**config.mk**
```make
export PLATFORM = sky130hd
export DESIGN_NAME = seg7_scan_driver
export DESIGN_NICKNAME = d
export VERILOG_FILES = /design/src/rtl/seg7_scan_driver.sv
export SDC_FILE = /design/constraint.sdc
export NUM_CORES = 1
export LEC_CHECK = 0
export CORE_ASPECT_RATIO = 0.75
export CORE_MARGIN = 2
export CORE_UTILIZATION = 45
export CTS_BUF_LIST = sky130_fd_sc_hd__clkbuf_4
export DETAILED_ROUTE_END_ITERATION = 6
export HOLD_SLACK_MARGIN = 0.1
export PLACE_DENSITY = 0.72
export SLEW_MARGIN = 30
export SYNTH_ARGS = -nofsm -noshare
export SYNTH_HDL_FRONTEND = slang
export SYNTH_SLANG_ARGS = --single-unit
```
**constraint.sdc**
```tcl
create_clock -name clk -period 3.67 [get_ports clk]
set_input_delay 0.5505 -clock clk [delete_from_list [all_inputs] [get_ports clk]]
set_output_delay 0.5505 -clock clk [all_outputs]
set_load 0.02 [all_outputs]
```
**src/rtl/seg7_scan_driver.sv**
```systemverilog
// ---------------------------------------------------------------------------
// seg7_scan_driver
//
// Time-multiplexed driver for a NUM_DIGITS-digit common-anode seven-segment
// display. A one-cycle load strobe captures the hex word, decimal points and
// digit enables into shadow registers. A prescaler then steps through the
// digits, giving each one SCAN_DIV clock cycles. The first cycle of every
// slot is blanked so that the previous digit does not ghost onto the next.
//
// Optional build macro:
//   SEG7_LEADING_ZERO_BLANK_EN - when defined, leading zero digits (index > 0)
//   are blanked. A blanked digit whose decimal point is requested still
//   drives its anode and lights only the dp.
//
// Parameters:
//   NUM_DIGITS  number of scanned digits (1..16)
//   SCAN_DIV    clk cycles per digit slot (>= 2)
//
// Ports:
//   clk       in   system clock, rising edge
//   rst_n     in   asynchronous active-low reset
//   data      in   4*NUM_DIGITS hex nibbles, digit i = data[4i+3:4i]
//   dp_in     in   NUM_DIGITS decimal point requests, 1 = lit
//   digit_en  in   NUM_DIGITS per-digit enables, 0 = digit dark
//   load      in   capture strobe for data/dp_in/digit_en
//   an        out  NUM_DIGITS active-low anode enables (at most one low)
//   seg       out  7 active-low segments {a,b,c,d,e,f,g}
//   dp        out  active-low decimal point
// ---------------------------------------------------------------------------
module seg7_scan_driver #(
  parameter int unsigned NUM_DIGITS = 8,
  parameter int unsigned SCAN_DIV   = 100000
) (
  input  logic                    clk,
  input  logic                    rst_n,
  input  logic [4*NUM_DIGITS-1:0] data,
  input  logic [NUM_DIGITS-1:0]   dp_in,
  input  logic [NUM_DIGITS-1:0]   digit_en,
  input  logic                    load,
  output logic [NUM_DIGITS-1:0]   an,
  output logic [6:0]              seg,
  output logic                    dp
);

  localparam int unsigned IDX_W = (NUM_DIGITS > 1) ? $clog2(NUM_DIGITS) : 1;
  localparam int unsigned PW    = $clog2(SCAN_DIV);

  localparam logic [IDX_W-1:0] IDX_MAX   = IDX_W'(NUM_DIGITS - 1);
  localparam logic [PW-1:0]    PRESC_MAX = PW'(SCAN_DIV - 1);

  // Shadow registers
  logic [4*NUM_DIGITS-1:0] data_q;
  logic [NUM_DIGITS-1:0]   dp_q;
  logic [NUM_DIGITS-1:0]   en_q;

  // Scan state
  logic [PW-1:0]    presc_q, presc_d;
  logic [IDX_W-1:0] idx_q,   idx_d;

  // Registered outputs
  logic [NUM_DIGITS-1:0] an_q,  an_d;
  logic [6:0]            seg_q, seg_d;
  logic                  dp_q_o, dp_d;

  // Active-digit selection
  logic [3:0]            cur_nib;
  logic                  cur_dp;
  logic                  cur_en;
  logic [NUM_DIGITS-1:0] sel_an;

  function automatic logic [6:0] hex_to_seg(input logic [3:0] v);
    logic [6:0] s;
    case (v)
      4'h0: s = 7'h01;
      4'h1: s = 7'h4F;
      4'h2: s = 7'h12;
      4'h3: s = 7'h06;
      4'h4: s = 7'h4C;
      4'h5: s = 7'h24;
      4'h6: s = 7'h20;
      4'h7: s = 7'h0F;
      4'h8: s = 7'h00;
      4'h9: s = 7'h0C;
      4'hA: s = 7'h08;
      4'hB: s = 7'h60;
      4'hC: s = 7'h31;
      4'hD: s = 7'h42;
      4'hE: s = 7'h30;
      default: s = 7'h38;
    endcase
    return s;
  endfunction

  // Prescaler and digit index: the index moves only on prescaler terminal
  // count, so the frame period never depends on load activity.
  always_comb begin
    presc_d = presc_q + PW'(1);
    idx_d   = idx_q;
    if (presc_q == PRESC_MAX) begin
      presc_d = '0;
      idx_d   = (idx_q == IDX_MAX) ? '0 : idx_q + IDX_W'(1);
    end
  end

`ifdef SEG7_LEADING_ZERO_BLANK_EN
  // zero_from[i] = nibble i and every higher nibble are zero
  logic [NUM_DIGITS-1:0] zero_from;
  logic                  zero_acc;
  int unsigned           zi;
  logic                  cur_blank;

  always_comb begin
    zero_acc  = 1'b1;
    zero_from = '0;
    zi        = 0;
    for (int unsigned k = 0; k < NUM_DIGITS; k++) begin
      zi            = NUM_DIGITS - 1 - k;
      zero_acc      = zero_acc & (data_q[4*zi +: 4] == 4'h0);
      zero_from[zi] = zero_acc;
    end
  end
`endif

  always_comb begin
    cur_nib = '0;
    cur_dp  = 1'b0;
    cur_en  = 1'b0;
    sel_an  = '1;
`ifdef SEG7_LEADING_ZERO_BLANK_EN
    cur_blank = 1'b0;
`endif
    for (int unsigned i = 0; i < NUM_DIGITS; i++) begin
      if (idx_q == IDX_W'(i)) begin
        cur_nib   = data_q[4*i +: 4];
        cur_dp    = dp_q[i];
        cur_en    = en_q[i];
        sel_an[i] = 1'b0;
`ifdef SEG7_LEADING_ZERO_BLANK_EN
        cur_blank = (i != 0) && zero_from[i];
`endif
      end
    end
  end

  // Output computation; prescaler == 0 is the anti-ghosting guard cycle.
  always_comb begin
    an_d  = '1;
    seg_d = 7'h7F;
    dp_d  = 1'b1;
    if ((presc_q != '0) && cur_en) begin
`ifdef SEG7_LEADING_ZERO_BLANK_EN
      if (cur_blank) begin
        // Blanked digit still shows a requested decimal point.
        if (cur_dp) begin
          an_d = sel_an;
          dp_d = 1'b0;
        end
      end else begin
        an_d  = sel_an;
        seg_d = hex_to_seg(cur_nib);
        dp_d  = ~cur_dp;
      end
`else
      an_d  = sel_an;
      seg_d = hex_to_seg(cur_nib);
      dp_d  = ~cur_dp;
`endif
    end
  end

  always_ff @(posedge clk or negedge rst_n) begin
    if (!rst_n) begin
      data_q  <= '0;
      dp_q    <= '0;
      en_q    <= '0;
      presc_q <= '0;
      idx_q   <= '0;
      an_q    <= '1;
      seg_q   <= 7'h7F;
      dp_q_o  <= 1'b1;
    end else begin
      if (load) begin
        data_q <= data;
        dp_q   <= dp_in;
        en_q   <= digit_en;
      end
      presc_q <= presc_d;
      idx_q   <= idx_d;
      an_q    <= an_d;
      seg_q   <= seg_d;
      dp_q_o  <= dp_d;
    end
  end

  assign an  = an_q;
  assign seg = seg_q;
  assign dp  = dp_q_o;

endmodule

```
Word level (Yosys, flattened, before mapping)
Memory sizes are Yosys's and may differ from the RTL's.
Index checks and enable logic that the tools add are counted.
Cells by class
  add/subtract/negate cells: 2
  equality and inequality tests: 8
  mux-type cells: 37
  bitwise operators: 1
  reduce and logical (&&, ||, !) cells: 3
Operator list (number)
  $mux W4: 8
  $mux W1: 25
  $add A17 B1 Y17 const B: 1
  $eq A17 B17 Y1 const B: 1
  $mux W17: 1
  $reduce_bool A17 Y1: 1
  $eq A3 B3 Y1 const B: 4
  $mux W8: 1
  $mux W7: 1
  $eq A3 B2 Y1 const B: 2
  $add A3 B1 Y3 const B: 1
  $eq A3 B1 Y1 const B: 1
  $logic_not A3 Y1: 1
  $mux W3: 1
  $logic_and A1 B1 Y1: 1
  $not A1 Y1: 1
Storage, ports and cells
  bits in registers: 84
  bits in read-only memories: 112
  word-level logic and storage cells: 60
  memories kept: 1
Memory list
  (name not given): words 16, bits a word 7, read ports 1, clocked after Yosys merged registers in 0, write ports 0, RTL line 73  | case (v)

Logic depth before layout (Yosys ltp)
  word-level depth: 11
  gate-level depth with buffers: 14
  gate-level depth less buffers: 12

Worst setup path before layout
No wires, ideal clock.
  path type: register -> register
  start point: register idx_q[2]
  end point: register seg_q[1], in the netlist seg[1]
  arrival: 2.487 ns
  data required time: 3.573 ns
  path slack: 1.086 ns
  stages on the path, launching flop included: 15
  buffers on the path: 2
  period minus slack after synthesis: 2.584 ns
  cell sequence: dfrtp_1 > buf_6 > clkinv_1 > ha_1 > buf_4 > or2_4 > a21oi_1 > a221oi_1 > o21ai_1 > mux2i_2 > inv_2 > ha_1 > mux2_2 > nand2_1 > o211ai_1
On the way
  longest elaborated chain between the ends: 11
  elaborated cells on any way between the ends: 27
RTL lines
  from (decl): RTL line 58  | logic [IDX_W-1:0] idx_q, idx_d;
  from (signal assigned): RTL line 188  | idx_q <= idx_d;
  $logic_not A3 Y1: RTL line 133  | if (idx_q == IDX_W'(i)) begin
  $mux W4 / $mux W1 (equally long branches) (8 in series): RTL line 133
  $mem_v2 Z16 W7 / $logic_and A1 B1 Y1 (equally long branches)
  $mux W7 (*): RTL line 150  | if ((presc_q != '0) && cur_en) begin
  via seg_d[1]: RTL line 62  | logic [6:0] seg_q, seg_d;
  to (signal assigned): RTL line 190  | seg_q <= seg_d;
  to (decl): RTL line 62
Mark *: on every way through the listed nets, which the timed path passes. The rest lies on a longest branch.
A chain may end at the register's enable or synchronous reset.

Final worst setup path
  start point: register idx_q[0]
  end point: register seg_q[1], in the netlist seg[1]
Same word-level chain as after synthesis.

==> summary.txt <==
CTS Sinks -> 84
setup TNS -> 0 ns
postcts setup bufs -> 0
Die Height -> 86.9 µm
mapped cell area -> 0.00412 mm²
total gr overflow -> 0
post-cts resize count -> 0
Initial Util -> 46.0%
layout cell share with drive strength beyond 1 -> 21.3%
Max Root-Sink Buffers -> 2
Seq/Total Area, Yosys -> 51.5%
depth of the CTS H-tree -> 3
clock latency on the worst-skew pair -> 0.44 ns
Routed WL per cell -> 15.6 µm
final hold viol count -> 0
# port buffers -> 66
die area -> 0.00995 mm²
CTS tree -> yes
Arr. time, crit path -> 3.42 ns
Max-Cap Viols -> 0
core area -> 0.00897 mm²
Distinct cells, synth -> 52
max_slew headroom -> 49.9%
Hold WC Path Type -> input pin to asynchronous set/reset pin
DRC Markers -> 0
vias in the first global route -> 3017
hold buffer count at cts -> 0
average cell area after synthesis -> 11.0 µm²
worst-margin pin slew -> 0.752 ns
Routed Antenna Nets -> 0
Non-Filler Instances -> 553
Setup crit end kind -> register
met3 WL -> 337 µm
Bufs and invs on worst path -> 2
Lkg Pwr -> 0.00206 µW
Max Freq -> 0.323 GHz
Design Area, Final -> 0.00496 mm²
net count after synthesis -> 440
hpwl dp -> 6120 µm
Pre-Repair DR Iteration Count -> 4
period utilization -> 84.3%
Yosys reg bits -> 84
ys async rst share -> 100%
area post-placement -> 0.00483 mm²
CTS clk-pin slew, worst paths -> 0.12 ns
Ports -> 67
Vias/cell -> 5.38
cts bufs inserted -> 9
CP delay by family, top -> adder cells
FILL cells -> 772
RSZ-0062 raised after global routing -> false
most used cell, CP -> ha_1
Post-Syn Instances -> 375
crit path max fanout -> 19
Cells after DPL -> 537
Tmin final -> 3.10 ns
DRT iter0 DRCs -> 221
via count -> 2975
slowest CP cell -> ha_1
gpl congestion -> 0.865
met2 WL -> 3910 µm
CP Data Required Time -> 3.99 ns
final core utilization -> 55.3%
Metal-1 WL -> 4290 µm
EDFF count, synth -> 0
kind of critical path -> register to register
ANT cells -> 0
ys flop type -> dfrtp_1
initial antenna violation count -> 0
global-route usage over all layers -> 18.8%
first-pass GRT wire length -> 14500 µm
Pwr per Cell Area -> 373 mW/mm²
chip width -> 115 µm
synth warn -> 0
Max Used Layer -> met4
Rows -> 30
startpoint types -> register
Slew Limit Fails -> 0
Final nets -> 501
Area growth, synth to finish -> 20.4%
slowest stage delay, CP -> 0.59 ns
pin count of the biggest net entering global routing -> 85
final worst clock skew -> 0.0182 ns
clock root cell -> clkbuf_4
CP cell instances -> inv_1 > ha_1 > or3b_1 > a21oi_1 > o21ai_1 > mux2i_2 > inv_2 > ha_1 > mux2_2 > nand2_1 > o211ai_1
setup-violating endpoint count in the final report -> 0
Peak supply drop -> 0.000217 V
status -> completed
total wire length -> 8610 µm
-- final timing paths --
check                       startpoint  cells after the start     endpoint  slack, ns
min reg2reg                presc_q[11]                      1  presc_q[11]       0.52
min in group clk           presc_q[11]                      1  presc_q[11]       0.52
max reg2reg                   idx_q[0]                     11       seg[1]       0.57
max in group asynchronous        rst_n                      1  presc_q[15]       3.00
max                           idx_q[0]                     11       seg[1]       0.57
min                              rst_n                      1   data_q[22]       0.12
-- power by group --
group / leakage (µW) / internal [µW] / switching (µW)
logic: 0.000992 / 156 / 133
registers: 0.000998 / 1000 / 37.3
clock network: 0.0000693 / 204 / 319
total: 0.00206 / 1360 / 489
-- final cells by class --
class | instances | area, µm² | area share, %
multi-input combinational | 248 | 1790 | 36.0
timing repair buffer | 71 | 697 | 14.0
clock inverter | 7 | 67.6 | 1.36
sequential | 84 | 2120 | 42.7
clock buffer | 9 | 67.6 | 1.36
inverter | 22 | 82.6 | 1.66
tap | 112 | 140 | 2.82
-- routing by layer --
layer,GRT usage [%],vias up
li1,-,1432
met3,5.22,6
met2,27.8,64
met5,0,-
met1,27.0,1473
met4,5.99,0
-- placed cells by master (no fill, tap or decap), drive strengths merged, types with 7 or more instances in the layout --
cell type      Yosys  final
a21oi             18     18
buf               15      7
clkbuf             6      9
clkdlybuf4s50      0     64
dfrtp             68     68
dfstp             16     16
ha                14     14
inv               20     20
mux2              42     42
nand2             42     42
nand3             17     17
nor2              18     18
o21ai             26     26
xor2               7      7
-- through the flow --
| stage | total power [µW] | setup slack [ns] | hold slack [ns] |
|---|---|---|---|
| global placement | 1340 | 0.799 | 0.488 |
| global route | 1940 | 0.337 | 0.158 |
| detailed placement | 1350 | 0.640 | 0.495 |
| floorplan | 1210 | 1.09 | 0.255 |
| CTS | 1870 | 0.592 | 0.144 |
| finish | 1850 | 0.575 | 0.118 |
-- cells in the mapped netlist, types with 3 or more instances --
cell type,instances,share of area [%]
o21ai_1,4,0.49
nor3_1,4,0.49
dfrtp_1,68,41
o21ai_0,22,2.7
buf_4,4,0.73
mux2_2,42,11
a221oi_1,3,0.64
inv_1,18,1.6
clkbuf_1,6,0.55
nor2b_1,3,0.46
nand4_1,4,0.61
mux2i_1,5,1.2
dfstp_2,16,10
buf_2,5,0.61
nand2_1,42,3.8
nor2_1,18,1.6
xnor2_1,6,1.3
nand3_1,17,2.1
a21oi_1,17,2.1
ha_1,14,4.2
nand3b_1,3,0.55
xor2_1,7,1.5
o211ai_1,4,0.73
buf_6,4,1.1
-- sequential cells by signal, indices dropped and copies added (netlist names) --
name,flops
an,8
data_q,32
dp,1
dp_q,8
en_q,8
idx_q,3
presc_q,17
seg,7
-- cell families after synthesis --
| kind of cell | count (synthesis) | synth area share (%) |
|---|---|---|
| AND/OR/NAND/NOR | 104 | 12.1 |
| flip-flops | 84 | 51.5 |
| AO/OA/AOI/OAI | 69 | 11.2 |
| XOR/XNOR | 13 | 2.76 |
| adder cells (fa/ha/maj) | 14 | 4.25 |
| buffers and inverters | 43 | 5.16 |
| multiplexers | 48 | 13.0 |
No activity file was read; power rests on OpenSTA's default activity.
==> RTL change, RTL diff (same settings) <==
`NUM_DIGITS`: 8 -> 16.
--- a/src/rtl/seg7_scan_driver.sv
+++ b/src/rtl/seg7_scan_driver.sv
@@ -28,7 +28,7 @@
 //   dp        out  active-low decimal point
 // ---------------------------------------------------------------------------
 module seg7_scan_driver #(
-  parameter int unsigned NUM_DIGITS = 8,
+  parameter int unsigned NUM_DIGITS = 16,
   parameter int unsigned SCAN_DIV   = 100000
 ) (
   input  logic                    clk,
Ports: changed (resized an, data, digit_en and dp_in); port bits go from 67 to 123. No check against the original RTL was run, so the function may have changed too.
==> RTL change against the unedited design <==
Clock power increased by 100%. Area after synthesis increased by 66%. Power increased by 77%. Global-route usage increased by 4.2 points. Cell area increased by 71%. Setup slack got worse by 340 ps. Routed wire length increased by 110%. Sequential cell count increased by 57.
==> RTL change: results (changes against the unedited design) <==
synth:
  synth_nets: 727  # +65%
  synthCells: 619  # +65%
  synth_cell_types: 60  # +15%
  synth_common_cells: "117 x dfrtp_1, 81 x mux2_2, 55 x nand2_1, 33 x a21oi_1, 31 x nor2_1"
  yosysSeqAreaShare: 0.521  # +0.00673
  synth.area.top_cells: "dfrtp_1 43%, mux2_2 13%, dfstp_2 9.2%, nand2_1 3.0%, a21oi_1 2.4%"
min_path:
  hold_path.class: "register to register"
global_route:
  grtUsageMet2: 0.356  # +0.0779
  met3_usage: 0.0533  # +0.00111
  grt_pass1_vias: 5471  # +81%
  grt_pass1_wl_um: 29100  # +100%
  track_usage: 0.230  # +0.0421
  gr-usage-met1: 0.326  # +0.0558
  grt_start_max_net_pins: 74  # -13%
placement:
  place_area_sq_um: 8190  # +69%
  dp_cells: 914  # +70%
  hpwl_um: 12800  # +110%
  routabilityCongestion: 0.880  # +1.7%
  pre_cts_slack_ps: 363  # -277 ps
  place.port_buffers: 122  # +85%
routing:
  dr.pass1.iters: 5  # +1
  drt_iter0_markers: 422  # +91%
  post_drt_wl_per_cell_um: 18.8  # +21%
  vias: 5277  # +77%
  route.met3.wl_um: 1190  # +250%
  wl_met1_um: 8300  # +93%
final_layout:
  fin_util: 0.580  # +0.0265
  fin_cells: 947  # +71%
  drive_gt1_frac: 0.221  # +0.00773
  fillers: 1270  # +65%
  fin_nets: 842  # +68%
timing:
  whs_ps: 501  # +383 ps
  worstMarginPinSlew_ps: 909  # +157 ps
  finClkSkew_ps: 22.9  # +4.67 ps
cts:
  clock_latency_ps: 560  # +120 ps
  h-tree-depth: 4  # +1
  cts_setup_buffers: 0  # unchanged
  holdBufCountCts: 1  # +1
  numCtsBuffers: 17  # +8
run_status:
  status: "finished, final reports clean"
setup_path:
  r2r_setup_slack_ps: 230  # -340 ps
  r2r-end: "seg[5]"
  arrival_ps: 3900  # +480 ps
  r2r.worst_path.cells: 10  # -1
  startpoint: "idx_q[1]"
power_and_ir_drop:
  power_mw: 3.27  # +77%
  ir_drop_v: 0.000271  # +25%
  leakage_nw: 3.47  # +69%
  switchingPower_mw: 0.839  # +72%
RTL change: cell count changes after synthesis, sizes merged, moves of 9 or more:
cell    before  now
nor2        18   32
mux2        42   82
a21oi       18   33
dfrtp       68  117
a211oi       0   10
clkbuf       6   18
buf         15   25
nor2b        3   12
nand2       42   55
RTL change: final cells by class:
class | instances | share of cell area
timing repair buffer | 139 | 0.162
tap | 200 | 0.0295
clock inverter | 12 | 0.0172
inverter | 26 | 0.0115
clock buffer | 20 | 0.0177
sequential | 141 | 0.419
multi-input combinational | 409 | 0.343
RTL change: cells by family after synthesis:
kind of cell	synth area share
and+or+nand+nor	0.130
DFF	0.521
AOI/OAI and AO/OA	0.119
muxes	0.143
buffers and inverters	0.0519
xor gates and xnor gates	0.0180
adders and majority gates	0.0165
RTL change: power groups by stage:
stage,clock network [mW],logic [mW],registers (mW)
2_1_floorplan,0,0.223,1.77
3_3_place_gp,0,0.443,1.79
3_5_place_dp,0,0.454,1.79
4_1_cts,1.08,0.458,1.76
5_1_grt,1.15,0.496,1.78
6_report,1.05,0.455,1.76
RTL change: how the worst max path moves through the flow:
| stage | slack, ps | depth (start not counted) | endpoint |
|---|---|---|---|
| after global placement | 530 | 11 | seg[3] |
| after floorplan | 900 | 11 | seg[5] |
| after CTS | 320 | 10 | seg[5] |
| after global routing | 30 | 11 | seg[6] |
| after detailed placement | 360 | 10 | seg[5] |
| final | 230 | 10 | seg[5] |
RTL change: worst max-delay path, stage by stage (launching register included):
cell      delay, ps
dfrtp_1         440
inv_1           130
ha_1            560
buf_4           330
a21oi_1          60
o21ai_0         170
o221ai_1        180
a211oi_2        610
ha_1            370
or3b_1          370
o211ai_1        110
